==> config.mk <==
export PLATFORM = sky130hd
export DESIGN_NAME = cacheline_arbiter
export DESIGN_NICKNAME = d
export VERILOG_FILES = /design/src/rtl/cacheline_arbiter.sv
export SDC_FILE = /design/constraint.sdc
export NUM_CORES = 1
export LEC_CHECK = 0
export ABC_AREA = 1
export CAP_MARGIN = 40
export CORE_AREA = 8 8 533 535
export CTS_CLUSTER_SIZE = 40
export DETAILED_ROUTE_END_ITERATION = 8
export DIE_AREA = 0 0 541 543
export GPL_TIMING_DRIVEN = 0
export SLEW_MARGIN = 20
export SYNTH_ARGS = -nofsm -noshare
export SYNTH_HDL_FRONTEND = slang
export SYNTH_SLANG_ARGS = --single-unit
==> constraint.sdc <==
create_clock -name clk -period 1.4 [get_ports clk]
set_input_delay 0.14 -clock clk [delete_from_list [all_inputs] [get_ports clk]]
set_output_delay 0.14 -clock clk [all_outputs]
set_load 0.05 [all_outputs]
==> src/rtl/cacheline_arbiter.sv <==
// cacheline_arbiter: shares one cacheline adaptor between I-cache and D-cache, one whole line at a time.
// Define CACHELINE_ARBITER_RR_EN for round-robin tie-break; default is fixed D-cache priority.
module cacheline_arbiter #(
  parameter int ADDR_W = 32,
  parameter int LINE_W = 256
) (
  input  logic              clk,
  input  logic              reset_n,
  input  logic              ic_read_i,
  input  logic [ADDR_W-1:0] ic_address_i,
  output logic [LINE_W-1:0] ic_line_o,
  output logic              ic_resp_o,
  input  logic              dc_read_i,
  input  logic              dc_write_i,
  input  logic [ADDR_W-1:0] dc_address_i,
  input  logic [LINE_W-1:0] dc_line_i,
  output logic [LINE_W-1:0] dc_line_o,
  output logic              dc_resp_o,
  output logic              mem_read_o,
  output logic              mem_write_o,
  output logic [ADDR_W-1:0] mem_address_o,
  output logic [LINE_W-1:0] mem_line_o,
  input  logic [LINE_W-1:0] mem_line_i,
  input  logic              mem_resp_i
);
  typedef enum logic [1:0] {IDLE, ACCESS, RESP} state_t;
  state_t state;
  logic gnt_dc;
  logic dc_req;
  logic pick_dc;
  assign dc_req = dc_read_i | dc_write_i;
`ifdef CACHELINE_ARBITER_RR_EN
  logic last_dc;
  assign pick_dc = dc_req & (~ic_read_i | ~last_dc);
`else
  assign pick_dc = dc_req;
`endif
  always_ff @(posedge clk or negedge reset_n) begin
    if (!reset_n) begin
      state         <= IDLE;
      gnt_dc        <= 1'b0;
      ic_line_o     <= '0;
      dc_line_o     <= '0;
      ic_resp_o     <= 1'b0;
      dc_resp_o     <= 1'b0;
      mem_read_o    <= 1'b0;
      mem_write_o   <= 1'b0;
      mem_address_o <= '0;
      mem_line_o    <= '0;
`ifdef CACHELINE_ARBITER_RR_EN
      last_dc       <= 1'b1;
`endif
    end else begin
      case (state)
        IDLE: if (ic_read_i | dc_req) begin
          gnt_dc        <= pick_dc;
          mem_address_o <= pick_dc ? dc_address_i : ic_address_i;
          mem_write_o   <= pick_dc & dc_write_i;
          mem_read_o    <= ~(pick_dc & dc_write_i);
          if (pick_dc) mem_line_o <= dc_line_i;
          state         <= ACCESS;
        end
        ACCESS: if (mem_resp_i) begin
          // write-backs leave the returned-line registers untouched
          if (mem_read_o && gnt_dc) dc_line_o <= mem_line_i;
          if (mem_read_o && !gnt_dc) ic_line_o <= mem_line_i;
          mem_read_o  <= 1'b0;
          mem_write_o <= 1'b0;
          ic_resp_o   <= ~gnt_dc;
          dc_resp_o   <= gnt_dc;
          state       <= RESP;
        end
        RESP: begin
          ic_resp_o <= 1'b0;
          dc_resp_o <= 1'b0;
`ifdef CACHELINE_ARBITER_RR_EN
          last_dc   <= gnt_dc;
`endif
          state     <= IDLE;
        end
        default: state <= IDLE;
      endcase
    end
  end
endmodule

### Yosys cells after proc, flatten, opt, wreduce, memory -nomap -nowiden

Index checks and enable logic that the tools add are counted.

* register bits after elaboration: 807
* bits of input ports: 582

* equality and inequality tests: 4
* bitwise operators: 5
* multiplexer cells: 13
* reduce and logical (&&, ||, !) cells: 13

Operators by type and width (number)
* $mux 32: 1
* $reduce_and 3->1: 4
* $pmux 1 s2: 4
* $reduce_and 2->1: 3
* $mux 1: 5
* $mux 2: 2
* $ne 2x2->1 const B: 2
* $pmux 2 s2: 1
* $reduce_bool 2->1: 2
* $eq 2x1->1 const B: 1
* $eq 2x2->1 const B: 1
* $logic_and 1x1->1: 2
* $logic_not 2->1: 1
* $not 1->1: 2
* $or 1x1->1: 2
* $and 1x1->1: 1
* $logic_not 1->1: 1

### Longest topological paths before layout

* word-level depth: 5
* depth in mapped cells: 9
* mapped depth without buffers: 6

### Worst setup path before layout

No wires, ideal clock.

* path type: register to register
* from: register mem_read_o
* to: register dc_line_o[100]
* required time: 1.277 ns
* slack: -0.230 ns
* cell stages (with the launch flop): 6
* path buffers: 2
* data arrival time: 1.507 ns
* library setup time: 0.123 ns
* cell sequence: dfrtp_1 nand3_1 clkbuf_1 clkbuf_1 o21ai_0 nand2_1

* word-level cells in the longest chain between the ends: 2

RTL lines
* start, declared: RTL line 19 `output logic mem_read_o,`
* start signal, assigned: RTL line 59 `mem_read_o <= ~(pick_dc & dc_write_i);`
* $logic_and 1x1->1: RTL line 65 `if (mem_read_o && gnt_dc) dc_line_o <= mem_line_i;`
* $reduce_and 3->1 (no source line)
* end signal, assigned: RTL line 65
* end, declared: RTL line 17 `output logic [LINE_W-1:0] dc_line_o,`

No other way between the ends.
A chain may end at the register's enable or synchronous reset.

### Worst setup path in the final report

* from: register state[1]
* to: register ic_line_o[125]

* word-level cells in the longest chain between the ends: 2

RTL lines
* start, declared: RTL line 27 `state_t state;`
* start signal, assigned: RTL line 40 `state <= IDLE;`
* start signal, assigned: RTL line 61 `state <= ACCESS;`
* start signal, assigned: RTL line 71 `state <= RESP;`
* $eq 2x1->1: RTL line 54 `case (state)`
* $reduce_and 3->1 (no source line)
* end signal, assigned: RTL line 66 `if (mem_read_o && !gnt_dc) ic_line_o <= mem_line_i;`
* end, declared: RTL line 11 `output logic [LINE_W-1:0] ic_line_o,`

No other way between the ends.

==> results.sh <==
export IMPL_outcome="complete, but fails checks"
export IMPL_failed_checks="hold timing, setup timing"
export IMPL_drive_gt1_share_pct=23.08
export IMPL_timing_rr_start="state[1]"
export IMPL_dp_hpwl_mm=224.3
export IMPL_synth_seq_cells=807
export IMPL_syn_num_nets=4183
export IMPL_ant_nets=0
export IMPL_ys_top_cells_by_area="dfrtp_1 (63%), nand2_1 (20%), o21ai_0 (7.8%)"
export IMPL_vias=36040
export IMPL_ys_seq_area_share_pct=63.15
export IMPL_io_pins=1386
export IMPL_slowest_stage="dfrtp_1"
export IMPL_cts_tree="done"
export IMPL_cts_buffers=100
export IMPL_clock_path_buffers=4
export IMPL_cap_violations=0
export IMPL_rsz0062_at_grt="true"
export IMPL_fmax_mhz=540.7
export IMPL_power_density_nw_per_um2=2726
export IMPL_antenna_found_initial=109
export IMPL_fin_crit_sh_pct=132.1
export IMPL_rr_endpoint="ic_line_o[125]"
export IMPL_clk_pin_slew_worst_paths_ns=0.06
export IMPL_fill_cells=29710
export IMPL_tns_ns=-513.67
export IMPL_viasPerCell=3.828
export IMPL_start_util_pct=11.62
export IMPL_yosys_warnings=0
export IMPL_cts_sinks=807
export IMPL_fp_dieH_microns=543
export IMPL_gp_congestion=0.9579
export IMPL_yosys_area_top_type="dfrtp_1"
export IMPL_p_total_mw=171.7
export IMPL_dieArea_sq_um=293800
export IMPL_critPathCaptureType="flop"
export IMPL_hold_viol_final=296
export IMPL_worstPathMaxFanout=10
export IMPL_setup_ws_ns=-0.4496
export IMPL_nets=6279
export IMPL_startpoint_type="flop"
export IMPL_area_delta_synth_final_pct=96.96
export IMPL_rr_worst_depth=10
export IMPL_syn_area_sq_um=31980
export IMPL_max_slew_worst_pin_slew_ns=0.9335
export IMPL_ctsHoldBuffers=470
export IMPL_drc=0
export IMPL_finClkSkew_ns=0.05257
export IMPL_min_delay_path_class="input pin to asynchronous set/reset pin"
export IMPL_avgRoutedWirePerCell_microns=28.60
export IMPL_setup_viol=1732
export IMPL_critPathMostFrequentCell="buf_12"
export IMPL_synth_top_area_share_pct=63.15
export IMPL_firstDrtPassIters=6
export IMPL_grt_pass1_wl_mm=345.9
export IMPL_grt_use_total_pct=17.22
export IMPL_critPathKind="flop to flop"
export IMPL_critical_path_max_stage_delay_ns=0.38
export IMPL_clock_root_buffer="clkbuf_16"
export IMPL_yosys_cell_types_count=14
export IMPL_r2r_slack_ns=-0.45
export IMPL_regArea_sq_um=20200
export IMPL_p_leak_nw=28.47
export IMPL_cp_num_buf_inv=6
export IMPL_grt_max_degree=133
export IMPL_placeableCoreArea_sq_um=275300
export IMPL_grt_pass1_vias=36350
export IMPL_clk_latency_ns=0.82
export IMPL_multi_input_area_sq_um=10830
export IMPL_crit_chain="inv_2 > nand2_8 > buf_12 > buf_12 > nor2_4 > buf_4 > buf_12 > buf_6 > nand2_1 > nand2_1"
export IMPL_drt_total_wl_mm=269.3
export IMPL_avgSynthCellArea_sq_um=8.881
export IMPL_finalCriticalPeriod_ns=1.850
export IMPL_htreeDepth=3
export IMPL_num_rows=193
export IMPL_cp_arrival_ns=2.60
export IMPL_synthCells=3601
export IMPL_ir_drop_mv=1.379
export IMPL_final_util_pct=22.88
export IMPL_drv_slew=0
export IMPL_gr_total_overflow=0
export IMPL_critPathTopFamily="buffers and inverters"
export IMPL_dr_first_iter_drc_count=3149
export IMPL_required_ns=2.15
export IMPL_io_buffers=1385
export IMPL_fp_dieW_microns=541
export IMPL_relSlewSlack_pct=37.77
export IMPL_whs_ns=-0.7439
==> worst max-delay path by stage <==
stage                          start        endpoint  slack (ns)  cells past startpoint
after global routing        state[1]  ic_line_o[172]       -0.50                     10
after floorplan           mem_read_o  ic_line_o[209]       0.008                      5
after CTS                   state[1]   ic_line_o[56]       -0.48                     11
after global placement       reset_n      mem_read_o      -42.11                      1
after detailed placement    state[0]  ic_line_o[135]       -1.96                      6
final                       state[1]  ic_line_o[125]       -0.45                     10
==> sequential cells by signal, indices dropped and copies added (netlist names) <==
register       flops
mem_write_o        1
dc_resp_o          1
dc_line_o        256
state              2
ic_line_o        256
gnt_dc             1
mem_read_o         1
mem_address_o     32
ic_resp_o          1
mem_line_o       256
==> cell families after synthesis <==
| kind of cell | Yosys count | synth area share (%) |
|---|---|---|
| AOI/OAI and AO/OA | 516 | 8.075 |
| buffers and inverters | 271 | 4.136 |
| and+or+nand+nor | 2007 | 24.64 |
| DFF | 807 | 63.15 |
==> layout make-up <==
type	count	share of cell area, %
diodes	35	0.1391
flip-flops and latches	807	32.07
clock inverters	39	0.5622
clock buffers	138	4.597
multi-input cells	2523	17.19
well taps	3607	7.165
repair buffers	1996	34.88
inverters	6	0.03576
plain buffers	263	3.369
==> where the power goes <==
| part | internal, mW | total (mW) | switching [mW] |
|---|---|---|---|
| Sequential | 34.2 | 41.0 | 6.78 |
| Clock | 15.0 | 26.4 | 11.4 |
| Combinational | 29.9 | 104 | 74.4 |
==> placed cells by master, fill, tap and decap left out, types with 5 or more instances in the layout <==
master           instances
buf_1                    8
buf_12                  72
buf_16                  38
buf_2                  101
buf_4                   45
buf_6                   62
buf_8                   45
clkbuf_1                67
clkbuf_16              120
clkbuf_2                52
clkbuf_4                13
clkbuf_8                28
clkdlybuf4s15_1         41
clkdlybuf4s15_2        633
clkdlybuf4s18_2          9
clkdlybuf4s50_1        580
clkinv_2                24
dfrtp_1                804
diode_2                 35
dlygate4sd2_1           13
dlygate4sd3_1          470
inv_1                    5
nand2_1               1683
nand2_2                 38
nand2_4                 15
nand3_1                253
nand3_4                  6
o21ai_0                479
o21ai_1                 36
==> metrics by stage <==
stage / setup slack, ns / std cells / instance area (sq um)
after detailed placement: -1.965 / 8670 / 51930
after CTS: -0.4815 / 9338 / 61360
after global routing: -0.5048 / 9397 / 62940
after floorplan: 0.008267 / 3601 / 32000
after global placement: -42.11 / 8593 / 50370
final: -0.4496 / 9414 / 62990
==> cells in the mapped netlist, drive strengths merged <==
cell / count
o21ai: 516
inv: 6
nor2: 4
nand2: 1739
or2: 1
nand3: 263
clkbuf: 150
buf: 115
dfrtp: 807
==> repair_timing <==
item	CTS	global route
pin swaps	4	27
cloned	5	20
endpoints found under the setup margin	1869	1869
gates resized for setup	2754	449
buffers inserted	18	22
hold endpoints to repair	910	296
==> routing by layer <==
metal / up-vias / track usage (%) / part of all wire (%)
met5: - / 0 / 0.18
met4: 76 / 5.567 / 3.9
met3: 468 / 8.656 / 14
met2: 2021 / 25.80 / 42
met1: 17690 / 21.48 / 41
li1: 15790 / - / -
No activity file was read; power rests on OpenSTA's default activity.
